==> config.mk <==
export PLATFORM = sky130hd
export DESIGN_NAME = wb_write_arbiter
export DESIGN_NICKNAME = d
export VERILOG_FILES = /design/src/rtl/wb_write_arbiter.sv
export SDC_FILE = /design/constraint.sdc
export NUM_CORES = 1
export LEC_CHECK = 0
export BUFFER_PORTS_ARGS = -buffer_cell sky130_fd_sc_hd__buf_2
export CORE_MARGIN = 4
export CORE_UTILIZATION = 30
export DETAILED_ROUTE_END_ITERATION = 8
export GPL_TIMING_DRIVEN = 0
export PLACE_DENSITY = 0.45
export RECOVER_POWER = 25
export SYNTH_ARGS = -nofsm -noshare
export SYNTH_HDL_FRONTEND = slang
export SYNTH_SLANG_ARGS = --single-unit
==> constraint.sdc <==
create_clock -name i_clk -period 4.53 [get_ports i_clk]
set_clock_uncertainty 0.1 [all_clocks]
set_input_delay 0.906 -clock i_clk [delete_from_list [all_inputs] [get_ports i_clk]]
set_output_delay 0.906 -clock i_clk [all_outputs]
set_load 0.05 [all_outputs]
==> src/rtl/wb_write_arbiter.sv <==
// wb_write_arbiter: sole owner of the register-file write port. The WB stage wins by default;
// long-latency results wait in a FIFO, and a starvation counter forces a one-cycle FIFO drain.
// Optional macro WB_ARB_BYPASS_EN: an lu result skips the empty FIFO when WB is idle.
module wb_write_arbiter #(
   parameter int FIFO_DEPTH   = 4,
   parameter int STARVE_LIMIT = 3,
   parameter int ADDR_W       = 5
) (
   input  logic                        i_clk,
   input  logic                        i_rst_n,
   input  logic                        i_pipe_wen,
   input  logic [ADDR_W-1:0]           i_pipe_waddr,
   input  logic [31:0]                 i_pipe_wdata,
   output logic                        o_pipe_stall,
   input  logic                        i_lu_valid,
   input  logic [ADDR_W-1:0]           i_lu_waddr,
   input  logic [31:0]                 i_lu_wdata,
   output logic                        o_lu_ready,
   output logic                        o_rf_wen,
   output logic [ADDR_W-1:0]           o_rf_waddr,
   output logic [31:0]                 o_rf_wdata,
   output logic [$clog2(FIFO_DEPTH):0] o_fifo_count
);

   localparam int PTR_W = $clog2(FIFO_DEPTH);
   localparam int CNT_W = PTR_W + 1;
   localparam int STV_W = $clog2(STARVE_LIMIT + 1);

   typedef enum logic [0:0] {
      PIPE_PRI    = 1'b0,
      FORCE_DRAIN = 1'b1
   } state_t;

   state_t             r_state;
   logic [STV_W-1:0]   r_starve;
   logic               r_rf_wen;
   logic [ADDR_W-1:0]  r_rf_waddr;
   logic [31:0]        r_rf_wdata;

   logic [ADDR_W-1:0]  r_mem_addr [FIFO_DEPTH];
   logic [31:0]        r_mem_data [FIFO_DEPTH];
   logic [PTR_W-1:0]   r_wptr;
   logic [PTR_W-1:0]   r_rptr;
   logic [CNT_W-1:0]   r_count;

   logic               w_empty;
   logic               w_lu_xfer;
   logic               w_push;
   logic               w_pop;
   logic               w_grant_pipe;
   logic               w_bypass;
   logic               w_grant;
   logic [STV_W-1:0]   w_starve_inc;
   logic [ADDR_W-1:0]  w_sel_addr;
   logic [31:0]        w_sel_data;

   assign w_empty      = (r_count == '0);
   assign o_lu_ready   = (r_count != CNT_W'(FIFO_DEPTH));
   assign w_lu_xfer    = i_lu_valid & o_lu_ready;
   assign o_pipe_stall = (r_state == FORCE_DRAIN) & i_pipe_wen;
   assign w_push       = w_lu_xfer & ~w_bypass;
   assign w_grant      = w_grant_pipe | w_pop | w_bypass;
   assign w_starve_inc = r_starve + STV_W'(1);

   assign o_rf_wen     = r_rf_wen;
   assign o_rf_waddr   = r_rf_waddr;
   assign o_rf_wdata   = r_rf_wdata;
   assign o_fifo_count = r_count;

   // Grant decision: a forced drain beats WB, WB beats a normal pop, bypass only when all idle
   always_comb begin
      w_grant_pipe = 1'b0;
      w_pop        = 1'b0;
      w_bypass     = 1'b0;
      if (r_state == FORCE_DRAIN) begin
         w_pop = 1'b1;
      end else if (i_pipe_wen) begin
         w_grant_pipe = 1'b1;
      end else if (!w_empty) begin
         w_pop = 1'b1;
      end
`ifdef WB_ARB_BYPASS_EN
      else if (w_lu_xfer) begin
         w_bypass = 1'b1;
      end
`endif
   end

   // Write-port source mux: WB result, bypassed lu result, or FIFO head
   always_comb begin
      w_sel_addr = r_mem_addr[r_rptr];
      w_sel_data = r_mem_data[r_rptr];
      if (w_grant_pipe) begin
         w_sel_addr = i_pipe_waddr;
         w_sel_data = i_pipe_wdata;
      end else if (w_bypass) begin
         w_sel_addr = i_lu_waddr;
         w_sel_data = i_lu_wdata;
      end
   end

   // Arbitration FSM with starvation tracking and the registered write port
   always_ff @(posedge i_clk or negedge i_rst_n) begin
      if (!i_rst_n) begin
         r_state    <= PIPE_PRI;
         r_starve   <= '0;
         r_rf_wen   <= 1'b0;
         r_rf_waddr <= '0;
         r_rf_wdata <= '0;
      end else begin
         // r0 is read-only: the result is consumed but the write is suppressed
         r_rf_wen <= w_grant & (w_sel_addr != '0);
         if (w_grant) begin
            r_rf_waddr <= w_sel_addr;
            r_rf_wdata <= w_sel_data;
         end
         case (r_state)
            PIPE_PRI: begin
               if (w_pop) begin
                  r_starve <= '0;
               end else if (w_grant_pipe && !w_empty) begin
                  // FIFO is still non-empty next cycle because nothing was popped now
                  r_starve <= w_starve_inc;
                  if (w_starve_inc == STV_W'(STARVE_LIMIT)) begin
                     r_state <= FORCE_DRAIN;
                  end
               end
            end
            FORCE_DRAIN: begin
               r_starve <= '0;
               r_state  <= PIPE_PRI;
            end
            default: begin
               r_starve <= '0;
               r_state  <= PIPE_PRI;
            end
         endcase
      end
   end

   // FIFO pointers and occupancy; a full FIFO refuses pushes even while popping
   always_ff @(posedge i_clk or negedge i_rst_n) begin
      if (!i_rst_n) begin
         r_wptr  <= '0;
         r_rptr  <= '0;
         r_count <= '0;
      end else begin
         if (w_push) begin
            r_wptr <= r_wptr + PTR_W'(1);
         end
         if (w_pop) begin
            r_rptr <= r_rptr + PTR_W'(1);
         end
         case ({w_push, w_pop})
            2'b10:   r_count <= r_count + CNT_W'(1);
            2'b01:   r_count <= r_count - CNT_W'(1);
            default: r_count <= r_count;
         endcase
      end
   end

   // FIFO storage; contents are don't-care until the pointers say otherwise
   always_ff @(posedge i_clk) begin
      if (w_push) begin
         r_mem_addr[r_wptr] <= i_lu_waddr;
         r_mem_data[r_wptr] <= i_lu_wdata;
      end
   end

endmodule
==> impl_metrics.ini <==
[floorplan]
ios = 121
dieArea_sq_um = 28400
die_w_um = 169
die_height_um = 169
start_util = 0.306
coreArea_sq_um = 25300
std_cell_rows = 58

[sta]
max_freq_mhz = 403
maxSlewViolCount = 0
max_slew_margin = 0.502
worstMarginPinSlew_ns = 0.747
setup_viol = 0
min_period_ns = 2.48
rsz0062_at_grt = no
hold_viol = 0
finalSetupTns_ns = 0
finalCritPeriodShare = 0.548
fin_ws_ns = 2.05

[critical_path]
path_max_fanout = 6
reg2reg_to = o_fifo_count[2]
worst_ep_required_time_ns = 3.52
path_delay_family = flip-flops
cp-start-kind = flip-flop
crit_chain = inv_1 > nand3_1 > buf_2
r2r_start = o_fifo_count[0]
critPathLaunch = o_fifo_count[0]
cp-end-kind = output pin
r2r_setup_slack_ns = 2.22
cp.arrival_ns = 1.47
crit_buf_inv = 2
r2r_cells = 8
crit_slowest_cell = dfrtp_1
crit_type = flip-flop to output pin
max_stage_delay_ns = 0.43

[cts]
cts_hold_buf = 0
cts_resized = 0
cts_max_level = 4
clk-insertion-delay-late_ns = 0.42
cts.path.max_buffers = 2
cts_buffers = 17
cts_tree = yes
post_cts_buffers = 0
root_buffer = clkbuf_16
clk_pin_slew_ns = 0.07
clock-sinks = 196

[synth]
syn_nets = 497
ys_seq_area_frac = 0.730
synth-edff-count = 148
synthFlopType = edfxtp_1
synth.distinct_cells = 34
ys_warn_count = 0
synth_cells = 412
synth_area_sq_um = 7730
synth_seq_cells = 196
async_flop_share = 0.245
postSynthAreaPerCell_sq_um = 18.8

[routing]
drc = 0
wire_per_inst_um = 19.4
totalWireLength_mm = 17.4
drtIter0Drc = 189
drt.antenna.violating_nets = 0
avgViaCountPerCell = 4.49
num_vias = 4034
firstDrtPassIters = 4

[pwr]
p_leak_nw = 3.47
peakVddDrop_uv = 269
design_power_total_w = 0.00651
power.density_nw_per_um2 = 695

[final_layout]
fill_cells = 2394
multi_input_area_sq_um = 1890
final_common_cell = edfxtp_1
layout.nets = 640
drive_gt1_frac = 0.322
antenna_cells = 0
final_cell_area_sq_um = 9370
final_cell_mix = 148 x edfxtp_1, 94 x buf_2, 48 x dfrtp_1
area_growth_pct = 21.2
seq_area_sq_um = 5650

[global_route]
grt_pass1_wl_mm = 26.7
antenna_found_initial = 2
track_usage = 0.126
grt_overflow = 0
grt_max_degree = 49
grt_pass1_vias = 4457

[placed_design]
io_buffers = 120
dp_slack_ns = 1.79
place_hpwl_mm = 11.7
dpl_cell_area_sq_um = 8830
gp_congestion = 0.689

[hold_path]
hold_start = o_rf_wdata[12]
hold_class = flip-flop to flip-flop
hold_path_end = o_rf_wdata[12]
worstHoldPathCells = 2

[outcome]
status = completed

[run]
cap_violations = 0
==> per-stage QoR <==
stage | hold WS [ns] | instances | util
after global placement | 0.358 | 862 | 0.346
final | 0.374 | 898 | 0.371
after detailed placement | 0.366 | 866 | 0.350
after CTS | 0.382 | 898 | 0.373
after global routing | 0.409 | 898 | 0.371
after floorplan | 0.378 | 412 | -
==> flip-flops by register name (all words and copies together) (netlist names) <==
| name | count |
|---|---|
| o_fifo_count | 3 |
| o_rf_waddr | 5 |
| o_rf_wdata | 32 |
| o_rf_wen | 1 |
| r_mem_addr | 20 |
| r_mem_data | 128 |
| r_rptr | 2 |
| r_starve | 2 |
| r_state | 1 |
| r_wptr | 2 |
==> per-layer routing <==
layer | vias to the layer above | GRT usage | wire length [um] | part of all wire
met5 | - | 0 | 15 | 0.00086
met4 | 4 | 0.0339 | 180 | 0.010
met3 | 17 | 0.0329 | 747 | 0.043
met2 | 76 | 0.220 | 8960 | 0.51
met1 | 2050 | 0.157 | 7540 | 0.43
li1 | 1887 | - | - | -
==> report_power, final <==
| group | switching, W | internal (W) | total, W |
|---|---|---|---|
| sequential | 0.000177 | 0.00245 | 0.00262 |
| clock | 0.000691 | 0.000780 | 0.00147 |
| combinational | 0.00156 | 0.000856 | 0.00242 |
==> cells in the mapped netlist, types with 2 or more instances <==
master | count | share of area
buf_12 | 3 | 0.0078
dfrtp_1 | 48 | 0.16
ha_1 | 6 | 0.0097
buf_4 | 5 | 0.0049
nor3b_1 | 2 | 0.0019
o21ai_1 | 29 | 0.019
clkbuf_1 | 2 | 0.00097
buf_6 | 4 | 0.0058
edfxtp_1 | 148 | 0.57
mux4_1 | 5 | 0.017
buf_2 | 6 | 0.0039
mux2_2 | 2 | 0.0029
inv_1 | 7 | 0.0034
a21oi_1 | 5 | 0.0032
nor2_1 | 12 | 0.0058
o21ai_0 | 3 | 0.0019
and3_1 | 5 | 0.0040
and2_1 | 2 | 0.0016
mux2i_1 | 36 | 0.047
xnor2_1 | 3 | 0.0034
nand2_1 | 33 | 0.016
xor2_1 | 3 | 0.0034
mux4_2 | 32 | 0.093
==> logic make-up after synthesis <==
| family | count (synthesis) | synth area share |
|---|---|---|
| AO/OA/AOI/OAI | 39 | 0.0260 |
| multiplexers | 76 | 0.162 |
| AND/OR/NAND/NOR | 61 | 0.0367 |
| XOR/XNOR | 6 | 0.00680 |
| buffers and inverters | 27 | 0.0267 |
| flip-flops | 196 | 0.730 |
| adder cells (fa/ha/maj) | 7 | 0.0123 |
==> worst max-delay path by stage <==
| stage | end | slack (ns) | cells past startpoint |
|---|---|---|---|
| finish | o_lu_ready | 2.05 | 3 |
| global route | o_lu_ready | 1.96 | 3 |
| CTS | o_lu_ready | 2.04 | 3 |
| detailed placement | o_fifo_count[2] | 1.79 | 8 |
| global placement | r_mem_data[0][28] | 1.15 | 2 |
| floorplan | r_mem_addr[0][0] | 1.66 | 3 |
==> area by class of cell <==
| cell class | count | area share |
|---|---|---|
| multi-input combinational | 189 | 0.201 |
| buffer | 20 | 0.0192 |
| sequential | 196 | 0.602 |
| clock buffer | 19 | 0.0462 |
| timing repair buffer | 124 | 0.0687 |
| inverter | 7 | 0.00280 |
| clock inverter | 13 | 0.0152 |
| tap | 330 | 0.0441 |
==> worst min-delay path, cell delays in order (launching register included) <==
cell	delay, ns
dfrtp_1	0.34
nand2_1	0.04
o21ai_0	0.06
Note: power is estimated with default switching activity, not from simulation.
